File: config.mk
export PLATFORM = sky130hd
export DESIGN_NAME = sad_accumulator
export DESIGN_NICKNAME = d
export VERILOG_FILES = /design/src/rtl/sad_accumulator.sv
export SDC_FILE = /design/constraint.sdc
export NUM_CORES = 1
export LEC_CHECK = 0
export CAP_MARGIN = 30
export CORE_ASPECT_RATIO = 0.5
export CORE_MARGIN = 1.5
export CORE_UTILIZATION = 30
export DETAILED_ROUTE_END_ITERATION = 7
export PLACE_DENSITY = 0.47
export SYNTH_ARGS = -nofsm -noshare
export SYNTH_HDL_FRONTEND = slang
export SYNTH_SLANG_ARGS = --single-unit
export TNS_END_PERCENT = 10
File: constraint.sdc
create_clock -name clk -period 6.8 [get_ports clk]
set_input_delay 1.7 -clock clk [delete_from_list [all_inputs] [get_ports clk]]
set_output_delay 1.7 -clock clk [all_outputs]
set_load 0.01 [all_outputs]
File: src/rtl/sad_accumulator.sv
// sad_accumulator
//
// Sums N per-pixel absolute differences into one block SAD per candidate
// position. It then tracks the minimum SAD over CAND consecutive candidates,
// together with the index of the candidate that produced it. The result is
// handed to the match-result logic through a done/done_ack handshake.
//
// Ports:
//   clk           system clock; all state updates on the rising edge
//   rst_n         synchronous active-low reset
//   start         begin a new search (honoured only while idle)
//   in_valid      in_diff carries a valid absolute difference this cycle
//   in_diff       unsigned 8-bit |ref - data| from the abs-diff stage
//   in_ready      block accepts in_diff this cycle (transfer = in_valid & in_ready)
//   blk_sad_valid one-cycle pulse: blk_sad holds a completed candidate SAD
//   blk_sad       SAD of the candidate just finished (held until the next one)
//   done          search complete; best_sad / best_idx are valid
//   best_sad      minimum SAD over all candidates of the search
//   best_idx      index of the minimum-SAD candidate (earliest one wins ties)
//   done_ack      consumer acknowledges the result and releases done

module sad_accumulator #(
  parameter int N    = 16,
  parameter int CAND = 4,
  parameter int SW   = 8 + $clog2(N),
  parameter int IW   = (CAND > 1) ? $clog2(CAND) : 1
) (
  input  logic          clk,
  input  logic          rst_n,
  input  logic          start,
  input  logic          in_valid,
  input  logic [7:0]    in_diff,
  output logic          in_ready,
  output logic          blk_sad_valid,
  output logic [SW-1:0] blk_sad,
  output logic          done,
  output logic [SW-1:0] best_sad,
  output logic [IW-1:0] best_idx,
  input  logic          done_ack
);

  localparam int PW = (N > 1) ? $clog2(N) : 1;

  typedef enum logic [1:0] {
    IDLE,
    ACCUM,
    COMPARE,
    DONE
  } state_t;

  state_t        state;
  state_t        state_nxt;

  logic [SW-1:0] acc;
  logic [SW-1:0] acc_sum;
  logic [SW-1:0] min_sad;
  logic [SW-1:0] blk_sad_q;
  logic [PW-1:0] pix_cnt;
  logic [IW-1:0] cand_cnt;
  logic [IW-1:0] best_idx_q;
  logic          xfer;
  logic          last_pix;
  logic          last_cand;

  assign xfer      = (state == ACCUM) && in_valid;
  assign last_pix  = (pix_cnt == PW'(N - 1));
  assign last_cand = (cand_cnt == IW'(CAND - 1));
  assign acc_sum   = acc + SW'(in_diff);

  // State register
  always_ff @(posedge clk) begin
    if (!rst_n) begin
      state <= IDLE;
    end else begin
      state <= state_nxt;
    end
  end

  // Next-state logic and state-decoded handshake outputs
  always_comb begin
    state_nxt     = state;
    in_ready      = 1'b0;
    blk_sad_valid = 1'b0;
    done          = 1'b0;
    case (state)
      IDLE: begin
        if (start) begin
          state_nxt = ACCUM;
        end
      end
      ACCUM: begin
        in_ready = 1'b1;
        if (xfer && last_pix) begin
          state_nxt = COMPARE;
        end
      end
      COMPARE: begin
        blk_sad_valid = 1'b1;
        state_nxt     = last_cand ? DONE : ACCUM;
      end
      DONE: begin
        done = 1'b1;
        if (done_ack) begin
          state_nxt = IDLE;
        end
      end
      default: begin
        state_nxt = IDLE;
      end
    endcase
  end

  // Datapath: accumulator, counters and running minimum.
  // blk_sad is captured on the final transfer of a candidate, so it already
  // equals acc during the COMPARE cycle and then simply holds its value.
  always_ff @(posedge clk) begin
    if (!rst_n) begin
      acc        <= '0;
      pix_cnt    <= '0;
      cand_cnt   <= '0;
      min_sad    <= '0;
      best_idx_q <= '0;
      blk_sad_q  <= '0;
    end else begin
      case (state)
        IDLE: begin
          if (start) begin
            acc        <= '0;
            pix_cnt    <= '0;
            cand_cnt   <= '0;
            min_sad    <= '1;
            best_idx_q <= '0;
          end
        end
        ACCUM: begin
          if (in_valid) begin
            acc     <= acc_sum;
            pix_cnt <= pix_cnt + 1'b1;
            if (last_pix) begin
              blk_sad_q <= acc_sum;
            end
          end
        end
        COMPARE: begin
          // Strict compare so that ties keep the earlier candidate index
          if (acc < min_sad) begin
            min_sad    <= acc;
            best_idx_q <= cand_cnt;
          end
          if (!last_cand) begin
            cand_cnt <= cand_cnt + 1'b1;
            acc      <= '0;
            pix_cnt  <= '0;
          end
        end
        default: begin
        end
      endcase
    end
  end

  assign blk_sad  = blk_sad_q;
  assign best_sad = min_sad;
  assign best_idx = best_idx_q;

endmodule

Word-level counts from Yosys, hierarchy flattened
Cells that the tools add are included.
{ "totals": {"ff_bits": 46, "out_inout_bits": 29} }
{ "op_classes": {"mux": 24, "order_cmp": 1, "n_eq_ne": 11, "n_addsub": 3, "n_reduce_logical": 10} }
{ "op_table": {"columns": ["op", "count"], "rows": [
  ["12-bit 2-to-1 mux", 5],
  ["12-bit one-hot mux with 3 select lines", 1],
  ["12-bit one-hot mux with 2 select lines", 1],
  ["2-bit 2-to-1 mux", 7],
  ["12-bit by 8-bit adder with 12-bit output", 1],
  ["12-bit < comparator", 1],
  ["4-bit 2-to-1 mux", 3],
  ["4-bit one-hot mux with 3 select lines", 1],
  ["3-bit AND reduction", 4],
  ["2-bit != test (second input constant)", 5],
  ["2-bit one-hot mux with 2 select lines", 2],
  ["2-bit one-hot mux with 4 select lines", 1],
  ["2-bit equality test (second input constant)", 3],
  ["4-bit by 1-bit adder with 4-bit output (second input constant)", 1],
  ["4-bit equality test (second input constant)", 1],
  ["4-bit AND reduction", 1],
  ["1-bit 2-to-1 mux", 3],
  ["3-bit nonzero test", 1],
  ["2-bit by 1-bit adder with 2-bit output (second input constant)", 1],
  ["2-bit by 1-bit equality test with 1-bit output (second input constant)", 1],
  ["1-bit logical AND", 2],
  ["2-bit logical NOT", 1],
  ["2-bit by 1-bit != test with 1-bit output (second input constant)", 1],
  ["2-bit nonzero test", 1]
]} }

Longest topological paths before layout
Gate-level depths: netlist of run 1.
{ "depth": {"ltp_word": 5, "ltp_mapped": 8, "ltp_nobuf": 8} }

Least setup slack after synthesis of run 1
OpenSTA, ideal clock, no wires.
{ "synth_timing": {"kind": "input to register", "from": "input in_diff[0]", "to": "register acc[8]", "setup_ns": 0.095, "arrival_time_ns": 3.167, "slack_ns": 3.538, "cell_stages": 8, "path_buffers": 0, "path_cell_list": "ha_1 -> inv_1 -> fa_1 -> nor2b_1 -> o31a_1 -> o221a_2 -> o21ai_0 -> a221oi_1"} }
{ "synth_via": {"elab_chain_cells": 3} }
{ "synth_rtl": {"columns": ["element", "line_no", "source"], "rows": [
  ["start, declared", "32", "input logic [7:0] in_diff,"],
  ["12-bit by 8-bit adder with 12-bit output", "68", "assign acc_sum = acc + SW'(in_diff);"],
  ["12-bit 2-to-1 mux", "136", "if (in_valid) begin"],
  ["12-bit one-hot mux with 3 select lines", "125", "case (state)"],
  ["end signal, assigned", "137", "acc <= acc_sum;"],
  ["end, declared", "54", "logic [SW-1:0] acc;"]
]} }
Every way passes these cells. The select of a mux whose other input is x is not followed.
A chain may end at the register's enable or synchronous reset.

Worst setup path after layout of run 1
Same ends and word-level chain as after synthesis.

==> results of run 1 <==
==> cell families (layout without fill, tap and decap cells) <==
kind of cell	Yosys count	count (layout)	synth area share
AND/OR/NAND/NOR	89	89	0.1638
buffers and inverters	36	72	0.06023
XOR/XNOR	7	7	0.02439
adder cells (fa/ha/maj)	22	22	0.1125
AO/OA/AOI/OAI	92	92	0.2683
flip-flops	46	46	0.3664
multiplexers	1	1	0.004480
==> power groups by stage <==
stage	clock network (mW)	logic, mW	registers (mW)
finish	0.283	0.0966	0.288
global route	0.301	0.108	0.290
CTS	0.290	0.0969	0.288
detailed placement	0	0.0961	0.294
global placement	0	0.0961	0.294
floorplan	0	0.0584	0.294
==> path summary, 6_finish.rpt <==
kind	startpoint	endpoint	slack [ns]	cells after the start
hold / removal	blk_sad[3]$_SDFFE_PN0P_	blk_sad[3]$_SDFFE_PN0P_	0.46	2
setup / recovery	in_diff[0]	acc[8]$_SDFFE_PN0P_	3.15	9
setup reg to reg	acc[10]$_SDFFE_PN0P_	best_sad[2]$_SDFFE_PN0P_	4.22	6
hold reg to reg	blk_sad[3]$_SDFFE_PN0P_	blk_sad[3]$_SDFFE_PN0P_	0.46	2
==> synth_stat cells, types with 2 or more instances <==
library cell,n,share of area
nand3_1,15,0.030
a21boi_0,2,0.0060
clkbuf_1,11,0.016
or3_1,2,0.0050
o32ai_1,2,0.0070
a21oi_1,20,0.040
o221a_2,5,0.022
o221a_1,8,0.036
buf_6,2,0.0090
and2_1,2,0.0050
o21a_1,2,0.0060
o21ai_1,3,0.0060
ha_1,21,0.10
nand4_1,3,0.0075
o22ai_1,2,0.0050
xnor2_1,3,0.010
nand2b_1,5,0.012
o21bai_1,2,0.0060
a22oi_1,7,0.021
inv_1,21,0.031
a21o_1,3,0.0090
dfxtp_1,46,0.37
nor3b_1,2,0.0060
a31oi_1,3,0.0075
nor2b_1,2,0.0050
o21ai_0,16,0.032
o31ai_1,3,0.0090
a211oi_1,3,0.0090
xor2_1,4,0.014
nor3_1,3,0.0060
nor2_1,27,0.040
nand2_1,24,0.036
a2111o_1,2,0.0090
==> flip-flops by register name, indices dropped and copies added, names as in the netlist <==
signal    flops
cand_cnt      2
acc          12
best_idx      2
pix_cnt       4
blk_sad      12
best_sad     12
state         2
==> stage by stage <==
stage               worst slack [ns]  total power, mW
finish                         3.146           0.6681
global route                   2.915           0.6985
CTS                            3.138           0.6747
detailed placement             2.846           0.3904
global placement               2.913           0.3900
floorplan                      3.538           0.3524
==> final cells by class <==
class                   instances  area [um2]
flip-flops and latches         46       920.9
fillers                       833        4875
repair buffers                 44       432.9
inverters                      21       78.83
well taps                     112       140.1
clock buffers                   6       138.9
multi-input cells             211        1441
clock inverters                 1       30.03
==> critical path, stage by stage <==
cell and delay, ns:
clkdlybuf4s50_1 0.46, ha_1 0.19, inv_1 0.06, fa_1 0.40
nor2b_1 0.16, o31a_1 0.22, o221a_2 0.25, o21ai_0 0.08
a221oi_1 0.31
==> routing by layer <==
layer,global-route usage,part of all wire
met1,0.2132,0.54
met4,0.06044,0.013
met2,0.2507,0.41
met5,0,0
met3,0.02853,0.030
==> impl_metrics.py, run 1 <==
metrics = {
    "cells_and_area": {
        "layout_common_cells": "dfxtp_1 (46), clkdlybuf4s50_1 (41), nor2_1 (27), nand2_1 (24)",
        "finalNonFillerCells": 441,
        "fin_area_um2": 3183,
        "antenna_cells": 0,
        "fin_util": 0.3950,
        "syn2layout_area_growth_pct": 26.63,
        "drive_gt1_frac": 0.05775,
        "final_common_cell": "dfxtp_1",
        "fin_nets": 364,
    },
    "sta": {
        "timing_hold_violations_final": 0,
        "fin_skew_ns": 0.005760,
        "relSlewSlack": 0.5178,
        "tightest_slew_ns": 0.7232,
        "period_minus_slack_ns": 3.654,
        "final_max_slew_viol_count": 0,
        "fmax_ghz": 0.2737,
        "setup_viol": 0,
        "setup_tns_ns": 0,
        "layout_worst_path_cycle_share": 0.5373,
        "rsz0062_at_grt": "false",
        "hold_ws_ns": 0.4609,
    },
    "route": {
        "drc": 0,
        "drtIter0Drc": 145,
        "routed_wl_um": 6634,
        "wl_per_cell_um": 15.04,
        "dr.pass1.iters": 4,
        "ant_nets": 0,
        "via_per_inst": 5.100,
        "vias": 2249,
    },
    "pwr": {
        "power_switching_share": 0.2428,
        "power_frac_comb": 0.145,
        "internal_power_mw": 0.5058,
        "p_per_area_nw_per_um2": 209.9,
        "p_clk_frac": 0.424,
        "vdd_ir_drop_max_mv": 0.08035,
        "leakagePower_nw": 1.183,
        "p_seq_frac": 0.431,
        "switchingPower_mw": 0.1622,
    },
    "worst_setup_path": {
        "crit_required_ns": 6.99,
        "worst_setup_path_start_kind": "input port",
        "endpoint_kind": "flip-flop",
        "path_max_fanout": 4,
        "arrival_ns": 3.84,
        "path_class": "in2reg",
    },
    "logic_synthesis": {
        "synthCells": 293,
        "yosysUniqueCellTypes": 50,
        "syn_avg_cell_area_um2": 8.579,
        "synth_ff_type": "dfxtp_1",
        "async_reset_ff_frac": 0,
        "synth_nets": 328,
        "ys.warnings.count": 0,
        "synth.cell_area_um2": 2514,
        "ys_seq_elements": 46,
        "synth_edf_count": 0,
        "seq_area_frac_synth": 0.3664,
    },
    "clocking": {
        "cts_htree_levels": 2,
        "ctsResizeCount": 0,
        "clk_pin_slew_ns": 0.06,
        "clk_path_buf_depth": 2,
        "cts_sinks": 46,
        "cts_tree": "yes",
        "post_cts_buffers": 0,
        "clock_latency_ns": 0.29,
        "cts-root-buf": "clkbuf_16",
        "cts_hold_buf": 0,
        "cts-buffers-inserted": 5,
    },
    "run_status": {
        "outcome": "finished clean",
    },
    "global_routing": {
        "grt_first_pass_wirelength_um": 10880,
        "grt_pass1_vias": 2171,
        "grtUsageTotal": 0.1568,
        "grt_start_max_net_pins": 33,
        "antenna_found_initial": 0,
        "gr-total-overflow": 0,
    },
    "flow_run": {
        "max_cap_viol_count": 0,
    },
    "floorplanning": {
        "start_util": 0.3120,
        "die_h_um": 67.73,
        "dieWidth_um": 132.5,
        "rows": 23,
        "core_area_um2": 8058,
        "io_pins": 42,
        "fp.dieArea_um2": 8970,
    },
    "place": {
        "place.port_buffers": 41,
        "place_congestion": 0.7895,
        "placed_cell_area_um2": 3014,
        "dpl.cell_count": 434,
        "dp_hpwl_um": 4820,
    },
    "hold_path": {
        "hold_path.class": "reg2reg",
    },
}
Note: power is estimated with default switching activity, not from simulation.
==> inputs of run 2 (changes only) <==
clock period = 3.4 ns   (was 6.8 ns; I/O delays follow)
==> impl_metrics.py, run 2 (synthesis gave the netlist of run 1 again) <==
metrics = {
    "run_status": {
        "outcome": "finished clean",
    },
    "worst_setup_path": {
        "worst_setup_path_start_kind": "input port",
        "path_max_fanout": 4,
        "arrival_ns": 2.95,
        "path_class": "in2reg",
        "crit_required_ns": 3.59,
        "endpoint_kind": "flip-flop",
    },
    "cells_and_area": {
        "drive_gt1_frac": 0.07186,
        "layout_common_cells": "dfxtp_1 (46), clkdlybuf4s50_1 (41), nor2_1 (27), nand2_1 (24)",
        "fin_area_um2": 3196,
        "antenna_cells": 0,
        "final_common_cell": "dfxtp_1",
        "syn2layout_area_growth_pct": 27.13,
        "fin_nets": 368,
    },
    "sta": {
        "layout_worst_path_cycle_share": 0.8111,
        "fin_skew_ns": 0.004613,
        "timing_hold_violations_final": 0,
        "setup_tns_ns": 0,
        "final_max_slew_viol_count": 0,
        "setup_viol": 0,
        "relSlewSlack": 0.5216,
        "period_minus_slack_ns": 2.758,
        "rsz0062_at_grt": "false",
        "fmax_ghz": 0.3626,
        "tightest_slew_ns": 0.7168,
    },
    "floorplanning": {
        "fp.dieArea_um2": 8970,
        "start_util": 0.3120,
        "dieWidth_um": 132.5,
        "core_area_um2": 8058,
        "die_h_um": 67.73,
        "io_pins": 42,
        "rows": 23,
    },
    "hold_path": {
        "hold_path.class": "reg2reg",
    },
    "pwr": {
        "vdd_ir_drop_max_mv": 0.1684,
        "p_per_area_nw_per_um2": 399.7,
        "leakagePower_nw": 1.192,
    },
    "clocking": {
        "cts_tree": "yes",
        "cts_hold_buf": 0,
        "clock_latency_ns": 0.29,
        "ctsResizeCount": 0,
        "cts-buffers-inserted": 5,
        "clk_path_buf_depth": 2,
        "cts_htree_levels": 2,
        "post_cts_buffers": 0,
        "clk_pin_slew_ns": 0.06,
        "cts_sinks": 46,
        "cts-root-buf": "clkbuf_16",
    },
    "route": {
        "routed_wl_um": 6706,
        "ant_nets": 0,
        "drtIter0Drc": 136,
        "via_per_inst": 5.061,
        "vias": 2257,
        "drc": 0,
        "dr.pass1.iters": 4,
        "wl_per_cell_um": 15.04,
    },
    "global_routing": {
        "grt_pass1_vias": 2334,
        "grtUsageTotal": 0.1645,
        "gr-total-overflow": 0,
        "antenna_found_initial": 0,
        "grt_first_pass_wirelength_um": 11430,
        "grt_start_max_net_pins": 32,
    },
    "flow_run": {
        "max_cap_viol_count": 0,
    },
    "place": {
        "placed_cell_area_um2": 3044,
        "place_congestion": 0.8068,
        "dp_hpwl_um": 5002,
        "place.port_buffers": 41,
    },
}
run 2: cell types whose count changed in the layout (fill, tap and decap cells not counted), sizes merged:
cell / change
bufinv: -1
clkinv: +1
clkinvlp: +1
buf: +4
run 2: stage by stage:
step	power [mW]	hold WS [ns]	setup WS (ns)	util	cells
2_1_floorplan	0.7047	0.4696	0.9881	-	293
3_3_place_gp	0.7812	0.4479	0.3845	0.3778	438
3_5_place_dp	0.7828	0.4487	0.3554	0.3778	438
4_1_cts	1.293	0.4575	0.6643	0.3966	446
5_1_grt	1.347	0.4712	0.5081	0.3966	446
6_report	1.277	0.4554	0.6423	0.3966	446
run 2: layer usage:
metal | global-route usage | wire length [um] | vias up
met5 | 0 | 0 | -
met4 | 0.05769 | 56 | 0
met3 | 0.03453 | 211 | 4
met2 | 0.2670 | 2875 | 26
met1 | 0.2200 | 3563 | 1079
li1 | - | - | 1148
run 2: report_power, final:
part           internal, mW  leakage [nW]  switching [mW]
combinational        0.0922         0.744           0.103
clock                 0.292        0.0729           0.215
sequential            0.557         0.375          0.0186
total                 0.941          1.19           0.336
run 2: worst paths after layout:
kind	start	endpoint	slack [ns]	depth (start not counted)
worst max-delay path	in_diff[0]	acc[8]$_SDFFE_PN0P_	0.64	9
worst min-delay path	blk_sad[4]$_SDFFE_PN0P_	blk_sad[4]$_SDFFE_PN0P_	0.46	2
worst min register to register	blk_sad[4]$_SDFFE_PN0P_	blk_sad[4]$_SDFFE_PN0P_	0.46	2
worst max register to register	acc[10]$_SDFFE_PN0P_	best_sad[0]$_SDFFE_PN0P_	0.84	6
run 2: worst max-delay path: stages:
cell and delay, ns:
clkdlybuf4s50_1 0.47, ha_1 0.18, inv_1 0.06, fa_1 0.40, nor2b_1 0.16, o31a_1 0.22, o221a_2 0.25, o21ai_0 0.08
a221oi_1 0.27
run 2: final cells by class:
| cell class | count | area [um2] |
|---|---|---|
| sequential | 46 | 920.9 |
| multi-input combinational | 211 | 1441 |
| fill | 826 | 4862 |
| tap | 112 | 140.1 |
| timing repair buffer | 48 | 462.9 |
| inverter | 21 | 78.83 |
| clock inverter | 2 | 12.51 |
| clock buffer | 6 | 138.9 |
